**src/rtl/i2c_bus_frontend.sv**
```systemverilog
// I2C line conditioner: two-flop synchronizers, per-line glitch filters, SCL edge and
// START/STOP strobes, bus-busy tracking and an SCL-stuck-low timeout.
module i2c_bus_frontend #(
    parameter int unsigned FILT_LEN = 4,
    parameter int unsigned TOUT_W   = 16,
    parameter int unsigned TOUT_CYC = 50000
) (
    input  logic CLK,
    input  logic RST,
    input  logic SCL,
    input  logic iSDA,
    output logic oSCL_f,
    output logic oSDA_f,
    output logic oSCL_rise,
    output logic oSCL_fall,
    output logic oSTART,
    output logic oSTOP,
    output logic oBUSY,
    output logic oTIMEOUT
);

    localparam logic [3:0]        FiltMax = 4'(FILT_LEN - 1);
    localparam logic [TOUT_W-1:0] ToutMax = TOUT_W'(TOUT_CYC - 1);

    // Index [0] is the first synchronizer stage, [1] the usable sync value.
    logic [1:0]        scl_sync_q, sda_sync_q;
    logic [3:0]        scl_cnt_q, scl_cnt_d, sda_cnt_q, sda_cnt_d;
    logic              scl_f_q, scl_f_d, sda_f_q, sda_f_d;
    logic              scl_fd_q, sda_fd_q;
    logic              rise_q, rise_d, fall_q, fall_d;
    logic              start_q, start_d, stop_q, stop_d;
    logic              busy_q, busy_d;
    logic [TOUT_W-1:0] tout_cnt_q, tout_cnt_d;
    logic              tout;

    always_ff @(posedge CLK or posedge RST) begin
        if (RST) begin
            scl_sync_q <= 2'b11;
            sda_sync_q <= 2'b11;
            scl_cnt_q  <= '0;
            sda_cnt_q  <= '0;
            scl_f_q    <= 1'b1;
            sda_f_q    <= 1'b1;
            scl_fd_q   <= 1'b1;
            sda_fd_q   <= 1'b1;
            rise_q     <= 1'b0;
            fall_q     <= 1'b0;
            start_q    <= 1'b0;
            stop_q     <= 1'b0;
            busy_q     <= 1'b0;
            tout_cnt_q <= '0;
        end else begin
            scl_sync_q <= {scl_sync_q[0], SCL};
            sda_sync_q <= {sda_sync_q[0], iSDA};
            scl_cnt_q  <= scl_cnt_d;
            sda_cnt_q  <= sda_cnt_d;
            scl_f_q    <= scl_f_d;
            sda_f_q    <= sda_f_d;
            scl_fd_q   <= scl_f_q;
            sda_fd_q   <= sda_f_q;
            rise_q     <= rise_d;
            fall_q     <= fall_d;
            start_q    <= start_d;
            stop_q     <= stop_d;
            busy_q     <= busy_d;
            tout_cnt_q <= tout_cnt_d;
        end
    end

    // Filter: a line only moves after FILT_LEN consecutive mismatching sync samples.
    always_comb begin
        scl_f_d   = scl_f_q;
        scl_cnt_d = '0;
        if (scl_sync_q[1] != scl_f_q) begin
            if (scl_cnt_q == FiltMax) begin
                scl_f_d = scl_sync_q[1];
            end else begin
                scl_cnt_d = scl_cnt_q + 4'd1;
            end
        end
    end

    always_comb begin
        sda_f_d   = sda_f_q;
        sda_cnt_d = '0;
        if (sda_sync_q[1] != sda_f_q) begin
            if (sda_cnt_q == FiltMax) begin
                sda_f_d = sda_sync_q[1];
            end else begin
                sda_cnt_d = sda_cnt_q + 4'd1;
            end
        end
    end

    // START/STOP require SCL high on both sides, so a same-cycle SCL change suppresses them.
    always_comb begin
        rise_d  = scl_f_q & ~scl_fd_q;
        fall_d  = ~scl_f_q & scl_fd_q;
        start_d = scl_f_q & scl_fd_q & ~sda_f_q & sda_fd_q;
        stop_d  = scl_f_q & scl_fd_q & sda_f_q & ~sda_fd_q;
    end

    always_comb begin
        tout       = busy_q & ~scl_f_q & (tout_cnt_q == ToutMax);
        tout_cnt_d = '0;
        if (busy_q && !scl_f_q && !tout) begin
            tout_cnt_d = tout_cnt_q + 1'b1;
        end
        busy_d = busy_q;
        if (start_d) begin
            busy_d = 1'b1;
        end else if (stop_d || tout) begin
            busy_d = 1'b0;
        end
    end

    always_comb begin
        oSCL_f    = scl_f_q;
        oSDA_f    = sda_f_q;
        oSCL_rise = rise_q;
        oSCL_fall = fall_q;
        oSTART    = start_q;
        oSTOP     = stop_q;
        oBUSY     = busy_q;
        oTIMEOUT  = tout;
    end

endmodule
```
**config.mk**
```make
export PLATFORM = sky130hd
export DESIGN_NAME = i2c_bus_frontend
export DESIGN_NICKNAME = d
export VERILOG_FILES = /design/src/rtl/i2c_bus_frontend.sv
export SDC_FILE = /design/constraint.sdc
export NUM_CORES = 1
export LEC_CHECK = 0
export CAP_MARGIN = 20
export CORE_MARGIN = 8
export CORE_UTILIZATION = 30
export DETAILED_ROUTE_END_ITERATION = 10
export HOLD_SLACK_MARGIN = 0.15
export SETUP_SLACK_MARGIN = 0.1
export SYNTH_ARGS = -nofsm -noshare
export SYNTH_HDL_FRONTEND = slang
export SYNTH_SLANG_ARGS = --single-unit
```
**constraint.sdc**
```tcl
create_clock -name CLK -period 6.08 [get_ports CLK]
set_clock_uncertainty 0.2 [all_clocks]
set_input_delay 1.52 -clock CLK [delete_from_list [all_inputs] [get_ports CLK]]
set_output_delay 1.52 -clock CLK [all_outputs]
set_load 0.01 [all_outputs]
```
==> results.sh, run 1 <==
export IMPL_antenna_found_initial=0
export IMPL_max_vdd_ir_drop_v=0.000130
export IMPL_outcome="complete, no violations"
export IMPL_nNetsFinal=158
export IMPL_async_flop_share=1.00
export IMPL_grt_use_total=0.0796
export IMPL_critical_path_max_stage_delay_ns=0.61
export IMPL_finalCriticalPeriod_ns=4.27
export IMPL_dpl_cell_area_mm2=0.00178
export IMPL_post_cts_buffers=0
export IMPL_cts_tree="built"
export IMPL_hp_class="reg -> reg"
export IMPL_rsz0062_at_grt="no"
export IMPL_drive_gt1_frac=0.158
export IMPL_synth_main_ff_cell="dfrtp_1"
export IMPL_tightestPinTransition_ns=0.827
export IMPL_rows=26
export IMPL_diodes=0
export IMPL_syn_to_final_growth_pct=18.0
export IMPL_grt_pass1_vias=1035
export IMPL_p_int_mw=0.463
export IMPL_synth_edf_count=0
export IMPL_path_cells="ha_1 > nand3_1 > or4_4 > nor3b_2 > clkdlybuf4s50_1"
export IMPL_clockRootBuffer="clkbuf_8"
export IMPL_setup_viol=0
export IMPL_ctsResizeCount=0
export IMPL_final_cells=222
export IMPL_seqPwrFrac=0.513
export IMPL_critical_path_arrival_ns=2.55
export IMPL_timing_final_crit_share=0.702
export IMPL_drc=0
export IMPL_cts_sinks=37
export IMPL_clkTransAtPathRegs_ns=0.08
export IMPL_maxCapViolations=0
export IMPL_clk_latency_ns=0.29
export IMPL_final_area_mm2=0.00187
export IMPL_routed_via_density=4.47
export IMPL_hold_violations=0
export IMPL_synth_fp_nets=141
export IMPL_relSlewSlack=0.447
export IMPL_totalWireLength_mm=2.64
export IMPL_p_sw_mw=0.196
export IMPL_yosys_register_bits=37
export IMPL_path_delay_family="simple AND/OR/NAND/NOR gates"
export IMPL_drtPass1Iterations=4
export IMPL_chipHeight_um=88.6
export IMPL_portBuffers=11
export IMPL_core_area_mm2=0.00511
export IMPL_clkPwrFrac=0.259
export IMPL_ant_nets=0
export IMPL_hpwl_mm=1.84
export IMPL_startpoint_type="register"
export IMPL_die_x_um=88.6
export IMPL_max_freq_mhz=234
export IMPL_fillers=519
export IMPL_syn_mean_instance_area_um2=11.8
export IMPL_gp_congestion=0.730
export IMPL_cp_required_ns=4.36
export IMPL_dp_cells=214
export IMPL_slew_viol_final=0
export IMPL_start_util=0.310
export IMPL_numCtsBuffers=5
export IMPL_crit_slowest_cell="or4_4"
export IMPL_cts_hold_buf=0
export IMPL_crit_type="reg -> out"
export IMPL_yosys_warnings=0
export IMPL_grt_pass1_wl_mm=4.73
export IMPL_grt_max_degree=38
export IMPL_clockBufferDepth=2
export IMPL_critPathBufInv=1
export IMPL_synth_area_mm2=0.00158
export IMPL_grt_remaining_overflow=0
export IMPL_htree_levels=2
export IMPL_drtIter0Drc=63
export IMPL_power_density_mw_per_mm2=353
export IMPL_syn_inst=134
export IMPL_critical_path_max_fanout=8
export IMPL_fin_setup_tns_ns=0
export IMPL_swShare=0.298
export IMPL_critPathCaptureType="primary output"
export IMPL_wl_per_cell_um=11.9
export IMPL_die_area_mm2=0.00786
export IMPL_leakagePower_nw=0.727
export IMPL_yosysUniqueCellTypes=27
export IMPL_pwr_share_comb=0.228
export IMPL_via_count=992
export IMPL_io_pins=12
export IMPL_yosysSeqAreaShare=0.591
[synthesized netlist by cell type, drive strengths merged, types with 4 or more instances]
cell type / count / area, um^2
nand3: 7 / 35.0
inv: 4 / 15.0
dfstp: 8 / 210
xnor2: 15 / 131
nor3: 5 / 25.0
nand2: 4 / 15.0
nor2b: 6 / 37.5
nor4: 4 / 25.0
dfrtp: 29 / 726
nor2: 21 / 78.8
nor3b: 5 / 42.5
[cell type report]
type | count | area (um^2) | area share
multi-input cells | 91 | 621 | 0.332
clock buffers | 5 | 68.8 | 0.0368
well taps | 70 | 87.6 | 0.0469
clock inverters | 3 | 22.5 | 0.0121
inverters | 4 | 15.0 | 0.00804
repair buffers | 12 | 118 | 0.0630
flip-flops and latches | 37 | 936 | 0.501
[power groups by stage]
stage,sequential (mW),combinational [mW],clock [mW]
after global routing,0.344,0.168,0.190
after floorplan,0.339,0.0927,0
after CTS,0.338,0.153,0.179
after detailed placement,0.343,0.152,0
after global placement,0.339,0.149,0
final,0.338,0.150,0.171
[cells in the final DEF, fill, tap and decap left out]
cell type        netlist  final
xor2_1                 3      3
nor4b_2                1      1
o22a_1                 1      1
nor2_1                21     21
inv_1                  4      4
nor3b_1                4      4
nor2b_1                6      6
or4_4                  1      1
nand2_1                4      4
mux2_2                 2      2
clkinv_2               0      1
nor3_1                 5      5
and3_1                 1      1
clkbuf_8               0      5
nand3_1                7      7
nor4_1                 4      4
clkinv_4               0      2
dfstp_2                8      8
buf_4                  1      1
nand4_1                3      3
xnor2_1               15     15
nor3b_2                1      1
nand2b_1               2      2
or3_4                  1      1
a21oi_1                2      2
dfrtp_1               29     29
o41ai_4                1      1
nand3b_1               3      3
clkdlybuf4s50_1        0     11
ha_1                   3      3
[per-layer routing]
| layer | share of wire | track usage | vias up | wire length [um] |
|---|---|---|---|---|
| met5 | 0 | 0 | - | 0 |
| met3 | 0.040 | 0.0195 | 7 | 105 |
| met1 | 0.45 | 0.0912 | 484 | 1190 |
| met4 | 0.032 | 0.0645 | 0 | 84 |
| li1 | - | - | 486 | - |
| met2 | 0.48 | 0.123 | 15 | 1250 |
[sequential cells by signal, summed over array words and instances (netlist names)]
signal / cells
oSTOP: 1
oBUSY: 1
oSCL_rise: 1
oSTART: 1
oSCL_f: 1
sda_sync_q: 2
tout_cnt_q: 16
scl_cnt_q: 4
scl_fd_q: 1
oSDA_f: 1
oSCL_fall: 1
sda_fd_q: 1
sda_cnt_q: 4
scl_sync_q: 2
[per-stage QoR]
stage          hold slack, ns  power (mW)  utilization  setup WS, ns
2_1_floorplan           0.145       0.432            -          2.75
3_3_place_gp            0.147       0.488        0.348          2.18
3_5_place_dp            0.148       0.495        0.348          2.12
4_1_cts                 0.161       0.671        0.366          1.78
5_1_grt                 0.160       0.702        0.366          1.67
6_report                0.160       0.659        0.366          1.81
[cell families (layout without fill, tap and decap cells)]
kind of cell	count (synthesis)	after routing	share of synthesized area
and+or+nand+nor	64	64	0.225
DFF	37	37	0.591
AOI/OAI and AO/OA	4	4	0.0293
adders and majority gates	3	3	0.0237
xor gates and xnor gates	18	18	0.0996
buffers and inverters	6	24	0.0166
muxes	2	2	0.0142
[worst paths after layout]
kind	end	cells past startpoint	slack [ns]	from
max	oTIMEOUT	5	1.81	tout_cnt_q[0]
min	scl_sync_q[1]	0	0.16	scl_sync_q[0]
max reg2reg	tout_cnt_q[12]	4	3.85	tout_cnt_q[0]
min reg2reg	scl_sync_q[1]	0	0.16	scl_sync_q[0]
max in group asynchronous	scl_fd_q	3	3.91	RST
min in group asynchronous	scl_cnt_q[2]	3	1.43	RST
No activity file was read; power rests on OpenSTA's default activity.
==> run 2, diff against run 1 <==
==> constraint.sdc (replaced) <==
create_clock -name CLK -period 4.2 [get_ports CLK]
set_clock_uncertainty 0.2 [all_clocks]
set_input_delay 1.05 -clock CLK [delete_from_list [all_inputs] [get_ports CLK]]
set_output_delay 1.05 -clock CLK [all_outputs]
set_load 0.01 [all_outputs]
==> results.sh, run 2 (synthesis gave the netlist of run 1 again) <==
export IMPL_hp_class="reg -> reg"
export IMPL_whs_ns=0.158
export IMPL_largestRegisters="tout_cnt_q x16, scl_cnt_q x4, sda_cnt_q x4"
export IMPL_ant_nets=0
export IMPL_grt_max_degree=38
export IMPL_final_cells=223
export IMPL_critPathBufInv=1
export IMPL_leakagePower_nw=0.741
export IMPL_grt_remaining_overflow=0
export IMPL_slew_viol_final=0
export IMPL_startpoint_type="register"
export IMPL_die_area_mm2=0.00786
export IMPL_grt_use_total=0.0776
export IMPL_clockBufferDepth=2
export IMPL_finalCriticalPeriod_ns=3.77
export IMPL_maxCapViolations=0
export IMPL_dp_cells=214
export IMPL_timing_final_crit_share=0.899
export IMPL_drtIter0Drc=56
export IMPL_reg2reg_to="tout_cnt_q[13]"
export IMPL_final_util=0.373
export IMPL_hold_depth=0
export IMPL_power_density_mw_per_mm2=537
export IMPL_syn_to_final_growth_pct=20.5
export IMPL_critical_path_max_fanout=8
export IMPL_via_count=997
export IMPL_layout_commonest_cell="dfrtp_1"
export IMPL_worst_slack_ns=0.425
export IMPL_busiest_layer="met2"
export IMPL_met1_usage=0.0854
export IMPL_cts_tree="built"
export IMPL_hpwl_mm=1.96
export IMPL_path_delay_family="simple AND/OR/NAND/NOR gates"
export IMPL_cp_required_ns=2.95
export IMPL_gp_congestion=0.899
export IMPL_tightestPinTransition_ns=0.805
export IMPL_crit_type="reg -> out"
export IMPL_path_cells="ha_1 > nand3_1 > or4_4 > nor3b_2 > clkdlybuf4s50_1"
export IMPL_routed_via_density=4.47
export IMPL_die_x_um=88.6
export IMPL_dpl_cell_area_mm2=0.00178
export IMPL_rsz0062_at_grt="no"
export IMPL_critical_path_arrival_ns=2.52
export IMPL_min_delay_start="scl_sync_q[0]"
export IMPL_start_util=0.310
export IMPL_totalWireLength_mm=2.78
export IMPL_diodes=0
export IMPL_drive_gt1_frac=0.157
export IMPL_portBuffers=11
export IMPL_hold_violations=0
export IMPL_layout_common_cells="29 x dfrtp_1, 21 x nor2_1, 15 x xnor2_1"
export IMPL_ctsResizeCount=0
export IMPL_grt_pass1_vias=1065
export IMPL_power_total_mw=1.02
export IMPL_numCtsBuffers=5
export IMPL_antenna_found_initial=0
export IMPL_htree_levels=2
export IMPL_critical_path_max_stage_delay_ns=0.60
export IMPL_use_met2=0.133
export IMPL_outcome="complete, no violations"
export IMPL_max_vdd_ir_drop_v=0.000205
export IMPL_io_pins=12
export IMPL_drc=0
export IMPL_post_cts_buffers=0
export IMPL_grt_pass1_wl_mm=4.79
export IMPL_worstHoldEndpoint="scl_sync_q[1]"
export IMPL_drtPass1Iterations=4
export IMPL_fin_setup_tns_ns=0
export IMPL_chipHeight_um=88.6
export IMPL_rows=26
export IMPL_nNetsFinal=159
export IMPL_wl_per_cell_um=12.5
export IMPL_setup_viol=0
export IMPL_max_freq_mhz=265
export IMPL_dp_slack_ns=0.714
export IMPL_clockRootBuffer="clkbuf_8"
export IMPL_relSlewSlack=0.461
export IMPL_cts_sinks=37
export IMPL_final_area_mm2=0.00191
export IMPL_largest_reg_flops=16
export IMPL_critPathCaptureType="primary output"
export IMPL_rr_startpoint="tout_cnt_q[0]"
export IMPL_r2r_setup_slack_ns=2.00
export IMPL_use_met3=0.0195
export IMPL_top_register="tout_cnt_q"
export IMPL_clk_latency_ns=0.28
export IMPL_core_area_mm2=0.00511
export IMPL_clkTransAtPathRegs_ns=0.08
export IMPL_crit_slowest_cell="or4_4"
export IMPL_worstRegToRegCells=4
==> run 2: routing by layer <==
metal | share of wire | vias up
met5 | 0 | -
met4 | 0.012 | 0
met3 | 0.033 | 2
met2 | 0.51 | 12
met1 | 0.44 | 496
li1 | - | 487
==> run 2: worst max-delay path by stage <==
stage | start | slack (ns) | depth (start not counted) | to
after floorplan | tout_cnt_q[11] | 1.34 | 3 | oTIMEOUT
after global placement | tout_cnt_q[0] | 0.77 | 5 | oTIMEOUT
after detailed placement | tout_cnt_q[0] | 0.71 | 5 | oTIMEOUT
after CTS | tout_cnt_q[0] | 0.40 | 5 | oTIMEOUT
after global routing | tout_cnt_q[0] | 0.28 | 5 | oTIMEOUT
final | tout_cnt_q[0] | 0.43 | 5 | oTIMEOUT
==> run 2: worst register-to-register path, cell delays in order (launching register included) <==
cell     delay (ns)
dfrtp_1        0.40
ha_1           0.20
nand3_1        0.29
o41ai_4        0.83
nor2_1         0.13
==> run 2: power by group <==
group	total (mW)	internal, mW	leakage, nW	switching (mW)
clock	0.316	0.193	0.0574	0.123
sequential	0.488	0.436	0.479	0.0527
combinational	0.219	0.117	0.204	0.102
==> run 2: area by class of cell <==
cell class                 instances  area (um^2)
timing repair buffer              13          128
clock buffer                       6         82.6
fill                             513         3200
tap                               70         87.6
inverter                           4         15.0
multi-input combinational         91          621
sequential                        37          936
clock inverter                     2         37.5
==> run 2: what timing repair did <==
action / CTS / global route
hold buffers: 0 / 1
endpoints found under the setup margin: 0 / 0
hold endpoints to repair: 0 / 1
==> run 3, diff against run 2 <==
--- a/config.mk
+++ b/config.mk
@@ -8,8 +8,10 @@
 export CAP_MARGIN = 20
 export CORE_MARGIN = 8
 export CORE_UTILIZATION = 30
+export CTS_CLUSTER_SIZE = 24
 export DETAILED_ROUTE_END_ITERATION = 10
 export HOLD_SLACK_MARGIN = 0.15
+export RECOVER_POWER = 100
 export SETUP_SLACK_MARGIN = 0.1
 export SYNTH_ARGS = -nofsm -noshare
 export SYNTH_HDL_FRONTEND = slang
==> results.sh, run 3 (synthesis gave the netlist of run 1 again) <==
export IMPL_start_util=0.310
export IMPL_cp_required_ns=2.95
export IMPL_critical_path_max_stage_delay_ns=0.63
export IMPL_clockBufferDepth=2
export IMPL_power_density_mw_per_mm2=531
export IMPL_leakagePower_nw=0.741
export IMPL_timing_final_crit_share=0.909
export IMPL_grt_pass1_vias=1065
export IMPL_critPathBufInv=1
export IMPL_ctsResizeCount=0
export IMPL_clkTransAtPathRegs_ns=0.08
export IMPL_drive_gt1_frac=0.124
export IMPL_setup_viol=0
export IMPL_max_freq_mhz=262
export IMPL_grt_max_degree=38
export IMPL_critPathCaptureType="primary output"
export IMPL_multi_input_area_um2=598
export IMPL_path_cells="ha_1 > nand3_1 > or4_1 > nor3b_2 > dlygate4sd3_1"
export IMPL_ant_nets=0
export IMPL_gp_congestion=0.899
export IMPL_hp_class="reg -> reg"
export IMPL_core_area_mm2=0.00511
export IMPL_grt_pass1_wl_mm=4.79
export IMPL_regArea_um2=936
export IMPL_htree_levels=2
export IMPL_cts_tree="built"
export IMPL_worst_slack_ns=0.383
export IMPL_crit_type="reg -> out"
export IMPL_violations="capacitance limit, slew limit"
export IMPL_io_pins=12
export IMPL_numCtsBuffers=5
export IMPL_tightestPinTransition_ns=2.26
export IMPL_layout_common_cells="29 x dfrtp_1, 21 x nor2_1, 15 x xnor2_1"
export IMPL_layout_commonest_cell="dfrtp_1"
export IMPL_hold_violations=0
export IMPL_hpwl_mm=1.96
export IMPL_path_delay_family="simple AND/OR/NAND/NOR gates"
export IMPL_syn_to_final_growth_pct=18.8
export IMPL_drtIter0Drc=69
export IMPL_fillers=515
export IMPL_crit_slowest_cell="dlygate4sd3_1"
export IMPL_top_register="tout_cnt_q"
export IMPL_slew_viol_final=54
export IMPL_relSlewSlack=-0.523
export IMPL_largest_reg_flops=16
export IMPL_chipHeight_um=88.6
export IMPL_grt_use_total=0.0776
export IMPL_die_x_um=88.6
export IMPL_diodes=0
export IMPL_max_vdd_ir_drop_v=0.000205
export IMPL_cts_sinks=37
export IMPL_maxCapViolations=2
export IMPL_drc=0
export IMPL_clockRootBuffer="clkbuf_8"
export IMPL_via_count=995
export IMPL_die_area_mm2=0.00786
export IMPL_finalCriticalPeriod_ns=3.82
export IMPL_rsz0062_at_grt="no"
export IMPL_fin_setup_tns_ns=0
export IMPL_rows=26
export IMPL_portBuffers=11
export IMPL_totalWireLength_mm=2.79
export IMPL_critical_path_max_fanout=8
export IMPL_startpoint_type="register"
export IMPL_whs_ns=0.158
export IMPL_nNetsFinal=159
export IMPL_antenna_found_initial=0
export IMPL_dp_slack_ns=0.714
export IMPL_final_util=0.368
export IMPL_wl_per_cell_um=12.5
export IMPL_largestRegisters="tout_cnt_q x16, scl_cnt_q x4, sda_cnt_q x4"
export IMPL_clk_latency_ns=0.28
export IMPL_drtPass1Iterations=4
export IMPL_outcome="finished with violations"
export IMPL_routed_via_density=4.46
export IMPL_post_cts_buffers=0
export IMPL_grt_remaining_overflow=0
export IMPL_critical_path_arrival_ns=2.57
run 3: cell count changes in the layout (fill, tap and decap cells not counted), moves of 2 or more:
cell             before  now
clkdlybuf4s50_1      11    0
dlygate4sd3_1         1   12
dfstp_1               0    2
dfstp_2               8    6
run 3: area by class of cell:
class | instances | share of cell area
flip-flops and latches | 37 | 0.498
multi-input cells | 91 | 0.318
inverters | 4 | 0.00798
clock buffers | 6 | 0.0439
well taps | 70 | 0.0466
repair buffers | 13 | 0.0659
clock inverters | 2 | 0.0200
run 3: path summary, 6_finish.rpt:
kind	from	end	slack [ns]	cells after the start
max in group asynchronous	RST	tout_cnt_q[10]	0.95	3
setup / recovery	tout_cnt_q[0]	oTIMEOUT	0.38	5
min in group asynchronous	RST	tout_cnt_q[12]	1.71	3
hold reg to reg	scl_sync_q[0]	scl_sync_q[1]	0.16	0
setup reg to reg	tout_cnt_q[0]	tout_cnt_q[13]	0.90	4
hold / removal	scl_sync_q[0]	scl_sync_q[1]	0.16	0
run 3: routing by layer:
metal | part of all wire | vias up | wire length [um] | track usage
met1 | 0.45 | 493 | 1260 | 0.0854
met3 | 0.035 | 2 | 97 | 0.0195
li1 | - | 486 | - | -
met4 | 0.012 | 0 | 34 | 0.0430
met5 | 0 | - | 0 | 0
met2 | 0.50 | 14 | 1400 | 0.133
run 3: report_power, final:
group | leakage, nW | internal [mW] | switching (mW)
sequential | 0.478 | 0.432 | 0.0519
combinational | 0.206 | 0.0988 | 0.0997
clock | 0.0574 | 0.193 | 0.123
total | 0.741 | 0.724 | 0.274
run 3: timing repair:
item / in CTS / in global routing
endpoints found under the hold margin: 0 / 1
hold buffers: 0 / 1
setup endpoints to repair: 0 / 0
run 3: stage by stage:
step                      instance area, um^2  total power [mW]  cells
after floorplan                          1580             0.625    134
after global placement                   1780             0.707    214
after CTS                                1900              1.04    222
after global routing                     1880              1.06    223
final                                    1880             0.999    223
after detailed placement                 1780             0.717    214
